===== src/rtl/ps2_host_tx.sv =====
// rtl/ps2_host_tx.sv - host-to-device PS/2 command byte transmitter
module ps2_host_tx #(
  parameter int INHIBIT_CYCLES = 5000,
  parameter int TIMEOUT_CYCLES = 1000000
) (
  input  logic       clk,
  input  logic       rst,
  input  logic       tx_valid,
  input  logic [7:0] tx_data,
  output logic       tx_ready,
  output logic       busy,
  input  logic       ps2_clk,
  input  logic       ps2_data,
  output logic       ps2_clk_oe,
  output logic       ps2_data_oe,
  output logic       done,
  output logic       err_noack,
  output logic       err_timeout
);

  localparam int IW = $clog2(INHIBIT_CYCLES) + 1;
  localparam int TW = $clog2(TIMEOUT_CYCLES) + 1;

  typedef enum logic [2:0] {
    S_IDLE,
    S_INHIBIT,
    S_RTS,
    S_SHIFT,
    S_ACK,
    S_WAITIDLE
  } state_t;

  state_t        r_state;
  state_t        w_next;
  logic [2:0]    r_clk_sync;
  logic [2:0]    r_data_sync;
  logic          r_clk_prev;
  logic [8:0]    r_frame;
  logic [3:0]    r_bitcnt;
  logic          r_bit;
  logic          r_noack;
  logic [IW-1:0] r_inh_cnt;
  logic [TW-1:0] r_to_cnt;
  logic          r_done;
  logic          r_err_noack;
  logic          r_err_timeout;

  logic          w_clk_s;
  logic          w_data_s;
  logic          w_fall;
  logic          w_accept;
  logic          w_inh_last;
  logic          w_timing;
  logic          w_timeout;
  logic          w_bus_idle;

  assign w_clk_s    = r_clk_sync[2];
  assign w_data_s   = r_data_sync[2];
  assign w_fall     = r_clk_prev && !w_clk_s;
  assign w_accept   = tx_valid && (r_state == S_IDLE);
  assign w_inh_last = (r_inh_cnt == IW'(INHIBIT_CYCLES - 1));
  assign w_timing   = (r_state inside {S_RTS, S_SHIFT, S_ACK, S_WAITIDLE});
  assign w_timeout  = w_timing && (r_to_cnt >= TW'(TIMEOUT_CYCLES));
  assign w_bus_idle = w_clk_s && w_data_s;

  assign tx_ready    = (r_state == S_IDLE);
  assign busy        = ~tx_ready;
  assign done        = r_done;
  assign err_noack   = r_err_noack;
  assign err_timeout = r_err_timeout;

  // Bring the async bus lines into clk; reset to the idle-high level so no false fall appears.
  always_ff @(posedge clk or posedge rst) begin
    if (rst) begin
      r_clk_sync  <= 3'b111;
      r_data_sync <= 3'b111;
      r_clk_prev  <= 1'b1;
    end else begin
      r_clk_sync  <= {r_clk_sync[1:0], ps2_clk};
      r_data_sync <= {r_data_sync[1:0], ps2_data};
      r_clk_prev  <= r_clk_sync[2];
    end
  end

  // State register; async reset drops both pull-downs immediately via the output decode.
  always_ff @(posedge clk or posedge rst) begin
    if (rst) begin
      r_state <= S_IDLE;
    end else begin
      r_state <= w_next;
    end
  end

  // Next-state and line drive decode; a timeout overrides every other transition.
  always_comb begin
    w_next      = r_state;
    ps2_clk_oe  = 1'b0;
    ps2_data_oe = 1'b0;
    case (r_state)
      S_IDLE: begin
        if (w_accept) w_next = S_INHIBIT;
      end
      S_INHIBIT: begin
        ps2_clk_oe  = 1'b1;
        ps2_data_oe = w_inh_last;
        if (w_inh_last) w_next = S_RTS;
      end
      S_RTS: begin
        ps2_data_oe = 1'b1;
        if (w_fall) w_next = S_SHIFT;
      end
      S_SHIFT: begin
        ps2_data_oe = ~r_bit;
        if (w_fall && (r_bitcnt == 4'd9)) w_next = S_ACK;
      end
      S_ACK: begin
        if (w_fall) w_next = S_WAITIDLE;
      end
      S_WAITIDLE: begin
        if (w_bus_idle) w_next = S_IDLE;
      end
      default: begin
        w_next = S_IDLE;
      end
    endcase
    if (w_timeout) w_next = S_IDLE;
  end

  // Frame capture, bit sequencing on device clock falls, counters and result pulses.
  always_ff @(posedge clk or posedge rst) begin
    if (rst) begin
      r_frame       <= 9'd0;
      r_bitcnt      <= 4'd0;
      r_bit         <= 1'b1;
      r_noack       <= 1'b0;
      r_inh_cnt     <= '0;
      r_to_cnt      <= '0;
      r_done        <= 1'b0;
      r_err_noack   <= 1'b0;
      r_err_timeout <= 1'b0;
    end else begin
      if (w_accept) r_frame <= {~^tx_data, tx_data};

      if (r_state == S_INHIBIT) begin
        if (r_inh_cnt != {IW{1'b1}}) r_inh_cnt <= r_inh_cnt + IW'(1);
      end else begin
        r_inh_cnt <= '0;
      end

      if (w_timing) begin
        if (r_to_cnt != {TW{1'b1}}) r_to_cnt <= r_to_cnt + TW'(1);
      end else begin
        r_to_cnt <= '0;
      end

      case (r_state)
        S_INHIBIT: begin
          r_bitcnt <= 4'd0;
          r_noack  <= 1'b0;
          r_bit    <= 1'b1;
        end
        S_RTS: begin
          if (w_fall) begin
            r_bit    <= r_frame[0];
            r_bitcnt <= 4'd1;
          end
        end
        S_SHIFT: begin
          if (w_fall) begin
            if (r_bitcnt == 4'd9) r_bit <= 1'b1;
            else                  r_bit <= r_frame[r_bitcnt];
            r_bitcnt <= r_bitcnt + 4'd1;
          end
        end
        S_ACK: begin
          if (w_fall) r_noack <= w_data_s;
        end
        default: begin
        end
      endcase

      r_err_timeout <= w_timeout;
      r_done        <= (r_state == S_WAITIDLE) && w_bus_idle && !w_timeout && !r_noack;
      r_err_noack   <= (r_state == S_WAITIDLE) && w_bus_idle && !w_timeout && r_noack;
    end
  end

endmodule


===== config.mk =====
export PLATFORM = sky130hd
export DESIGN_NAME = ps2_host_tx
export DESIGN_NICKNAME = d
export VERILOG_FILES = /design/src/rtl/ps2_host_tx.sv
export SDC_FILE = /design/constraint.sdc
export NUM_CORES = 1
export LEC_CHECK = 0
export CAP_MARGIN = 20
export CORE_MARGIN = 1
export CORE_UTILIZATION = 60
export DETAILED_ROUTE_END_ITERATION = 12
export DONT_BUFFER_PORTS = 1
export GPL_TIMING_DRIVEN = 0
export PLACE_DENSITY_LB_ADDON = 0.05
export SYNTH_ARGS = -nofsm -noshare
export SYNTH_HDL_FRONTEND = slang
export SYNTH_SLANG_ARGS = --single-unit

===== constraint.sdc =====
create_clock -name clk -period 3.8 [get_ports clk]
set_input_delay 0.76 -clock clk [delete_from_list [all_inputs] [get_ports clk]]
set_output_delay 0.76 -clock clk [all_outputs]
set_load 0.005 [all_outputs]

==> impl_metrics.py <==
metrics = {
    "setup_path": {
        "r2r_slack_ns": 1.89,
        "path_class": "reg2out",
        "cp_cell_sequence": "ha_1, nand2_1, nor4_1, nand4_1, a21oi_1",
        "critPathRequiredTime_ns": 3.04,
        "cp_max_fo": 4,
        "start_kind": "register",
        "crit_arrival_ns": 1.95,
        "critPathSlowestCell": "dfrtp_1",
        "max_stage_delay_ns": 0.41,
        "worstSetupEndpointType": "output pin",
    },
    "drt": {
        "drc_errors": 0,
        "wl_met1_microns": 3071,
        "wl_per_cell_microns": 16.19,
        "vias": 2610,
        "topRoutingLayerUsed": "met4",
        "drt-total-wl_microns": 6963,
        "viasPerCell": 6.070,
        "met2WireLength_microns": 3469,
        "postRouteAntennaNets": 0,
        "drtIter0Drc": 148,
        "drt_pass1_iterations": 4,
        "wl_met3_microns": 255,
    },
    "global_route": {
        "first_global_vias": 2580,
        "antenna_found_initial": 0,
        "gr-total-overflow": 0,
        "grt_pass1_wl_microns": 12000,
        "grt_max_degree": 33,
        "grtUsageTotal": 0.2528,
    },
    "clock_tree": {
        "htreeDepth": 3,
        "numCtsBuffers": 9,
        "cts_tree": "built",
        "clk_pin_slew_worst_paths_ns": 0.07,
        "cts_setup_buffers": 0,
        "clock-root-buffer": "clkbuf_8",
        "clockBufferDepth": 2,
        "cts.sink_count": 63,
        "cts-resized-gates": 0,
        "clkLatencyLatePin_ns": 0.34,
        "cts_hold_buf": 0,
    },
    "finish": {
        "layout-drive-gt1-share": 0.1872,
        "fin_nets": 371,
        "syn2layout_area_growth_pct": 8.574,
        "fillers": 441,
        "regArea_sq_mm": 0.001587,
        "stdcell_count": 430,
        "multi_input_area_sq_mm": 0.001744,
        "n_antenna_cell": 0,
    },
    "synth": {
        "yosysTopAreaCell": "dfrtp_1",
        "synthAdderAreaFrac": 0.01801,
        "ys_seq_elements": 63,
        "syn_area_sq_mm": 0.003473,
        "syn_nets": 359,
        "synth_ff_type": "dfrtp_1",
        "synth-edff-count": 0,
        "synth_xor_area_frac": 0.07565,
        "postSynthCellCount": 341,
        "yosysWarningCount": 0,
        "yosysSeqAreaShare": 0.4568,
        "muxShareOfSynthArea": 0.05367,
        "async_flop_share": 1.000,
        "yosysTopAreaCellShare": 0.3963,
        "yosys.area_share.simple": 0.2273,
        "ys_types": 64,
        "synthTopCellsByArea": "dfrtp_1 (40%), dfstp_2 (6.1%), nor2_1 (4.9%), xor2_1 (4.3%), xnor2_1 (3.3%)",
        "synth_compound_area_frac": 0.1275,
        "postSynthAreaPerCell_sq_um": 10.19,
        "synth_top_family_by_area": "simple AND/OR/NAND/NOR gates",
    },
    "job": {
        "timing.max_cap.violations": 0,
    },
    "timing": {
        "setup_tns_ns": 0,
        "slew-limit-headroom": 0.5579,
        "drv_slew": 0,
        "fmax_mhz": 368.6,
        "rsz0062_at_grt": "false",
        "setup_viol": 0,
        "clock_skew_ns": 0.005940,
        "fin_crit_ns": 2.713,
        "tightest_slew_ns": 0.6622,
        "fin_crit_sh": 0.7140,
        "finalHoldViolCount": 0,
    },
    "floorplanning": {
        "num_io_pins": 20,
        "fp.dieArea_sq_mm": 0.006097,
        "die_x_microns": 78.09,
        "start_util": 0.6269,
        "fp.dieH_microns": 78.09,
        "num_rows": 27,
        "core_area_sq_mm": 0.005540,
    },
    "power": {
        "ir_drop_mv": 0.2534,
        "total_power_mw": 1.275,
        "p_per_area_mw_per_mm2": 338.2,
        "power_leakage_nw": 1.641,
    },
    "placed_design": {
        "portBuffers": 0,
        "place_congestion": 0.8775,
        "hpwl_microns": 4932,
        "dp_cells": 414,
    },
    "run_status": {
        "status": "finished, final reports clean",
    },
    "min_path": {
        "min_path_type": "reg2reg",
    },
}
critical path, delay by kind of cell, from the launching register on:
family | cells | cell delay (ns)
adder cells (fa/ha/maj) | 1 | 0.23
AO/OA/AOI/OAI | 1 | 0.28
flip-flops | 1 | 0.41
AND/OR/NAND/NOR | 3 | 0.69
synth_stat cells (5+ instances only):
cell type and instances:
a21oi_1 10, a31oi_1 5, and2_1 5, and3_1 9, buf_2 6, clkbuf_1 5
dfrtp_1 55, dfstp_2 8, ha_1 5, inv_1 9, mux2_2 9, nand2_1 19
nand3_1 14, nand4_1 8, nor2_1 45, nor2b_1 5, nor3_1 7, o2111ai_1 6
o21ai_0 11, xnor2_1 13, xor2_1 17
final timing paths:
path,startpoint,depth (start not counted),end
max,r_inh_cnt[0],5,ps2_data_oe
min reg2reg,r_clk_sync[0],0,r_clk_sync[1]
max in group asynchronous,rst,2,r_bit
min,r_clk_sync[0],0,r_clk_sync[1]
max reg2reg,r_to_cnt[0],6,r_to_cnt[1]
min in group asynchronous,rst,1,r_inh_cnt[13]
layout by cell type, fill, tap and decap left out, types with 8 or more instances in the layout:
master,count
nand3_1,14
clkbuf_8,9
nand2_1,19
o21ai_0,11
xnor2_1,13
inv_1,8
and3_1,9
xor2_1,17
dfrtp_1,55
mux2_2,9
nor2_1,45
dfstp_2,8
a21oi_1,10
nand4_1,8
registers in the layout (all words and copies together) (netlist names):
register	flops
r_data_sync	3
err_timeout	1
r_clk_prev	1
err_noack	1
r_bitcnt	4
done	1
r_inh_cnt	14
r_clk_sync	3
r_state	3
r_noack	1
r_frame	9
r_to_cnt	21
r_bit	1
metrics by stage:
stage / hold WS (ns) / setup WS [ns] / area (sq um) / util
after floorplan: 0.3452 / 1.483 / 3473 / -
after global placement: 0.3468 / 0.8320 / 3563 / 0.6432
after detailed placement: 0.3468 / 1.480 / 3583 / 0.6468
after CTS: 0.3573 / 1.112 / 3771 / 0.6807
after global routing: 0.3605 / 0.9571 / 3771 / 0.6807
final: 0.3566 / 1.087 / 3771 / 0.6807
routing by layer:
| layer | track usage | vias to the layer above |
|---|---|---|
| li1 | - | 1254 |
| met1 | 0.3199 | 1290 |
| met2 | 0.4237 | 52 |
| met3 | 0.05698 | 14 |
| met4 | 0.09444 | 0 |
| met5 | 0 | - |
logic make-up after synthesis:
logic type / count (synthesis)
simple gates: 141
flops: 63
compound gates: 60
xor+xnor: 30
buf+inv: 27
mux: 15
fa+ha+maj: 5
power breakdown:
part / internal [mW] / switching, mW / leakage [nW] / total [mW]
sequential: 0.677 / 0.00200 / 0.833 / 0.679
combinational: 0.0123 / 0.0214 / 0.706 / 0.0336
clock: 0.298 / 0.265 / 0.103 / 0.563
cell type report:
class,count,area share
multi-input cells,251,0.4625
flip-flops and latches,63,0.4207
clock buffers,9,0.03285
plain buffers,17,0.02787
well taps,72,0.02389
clock inverters,7,0.01692
inverters,10,0.009954
repair buffers,1,0.005309
Power figures use the tool's default switching activity.
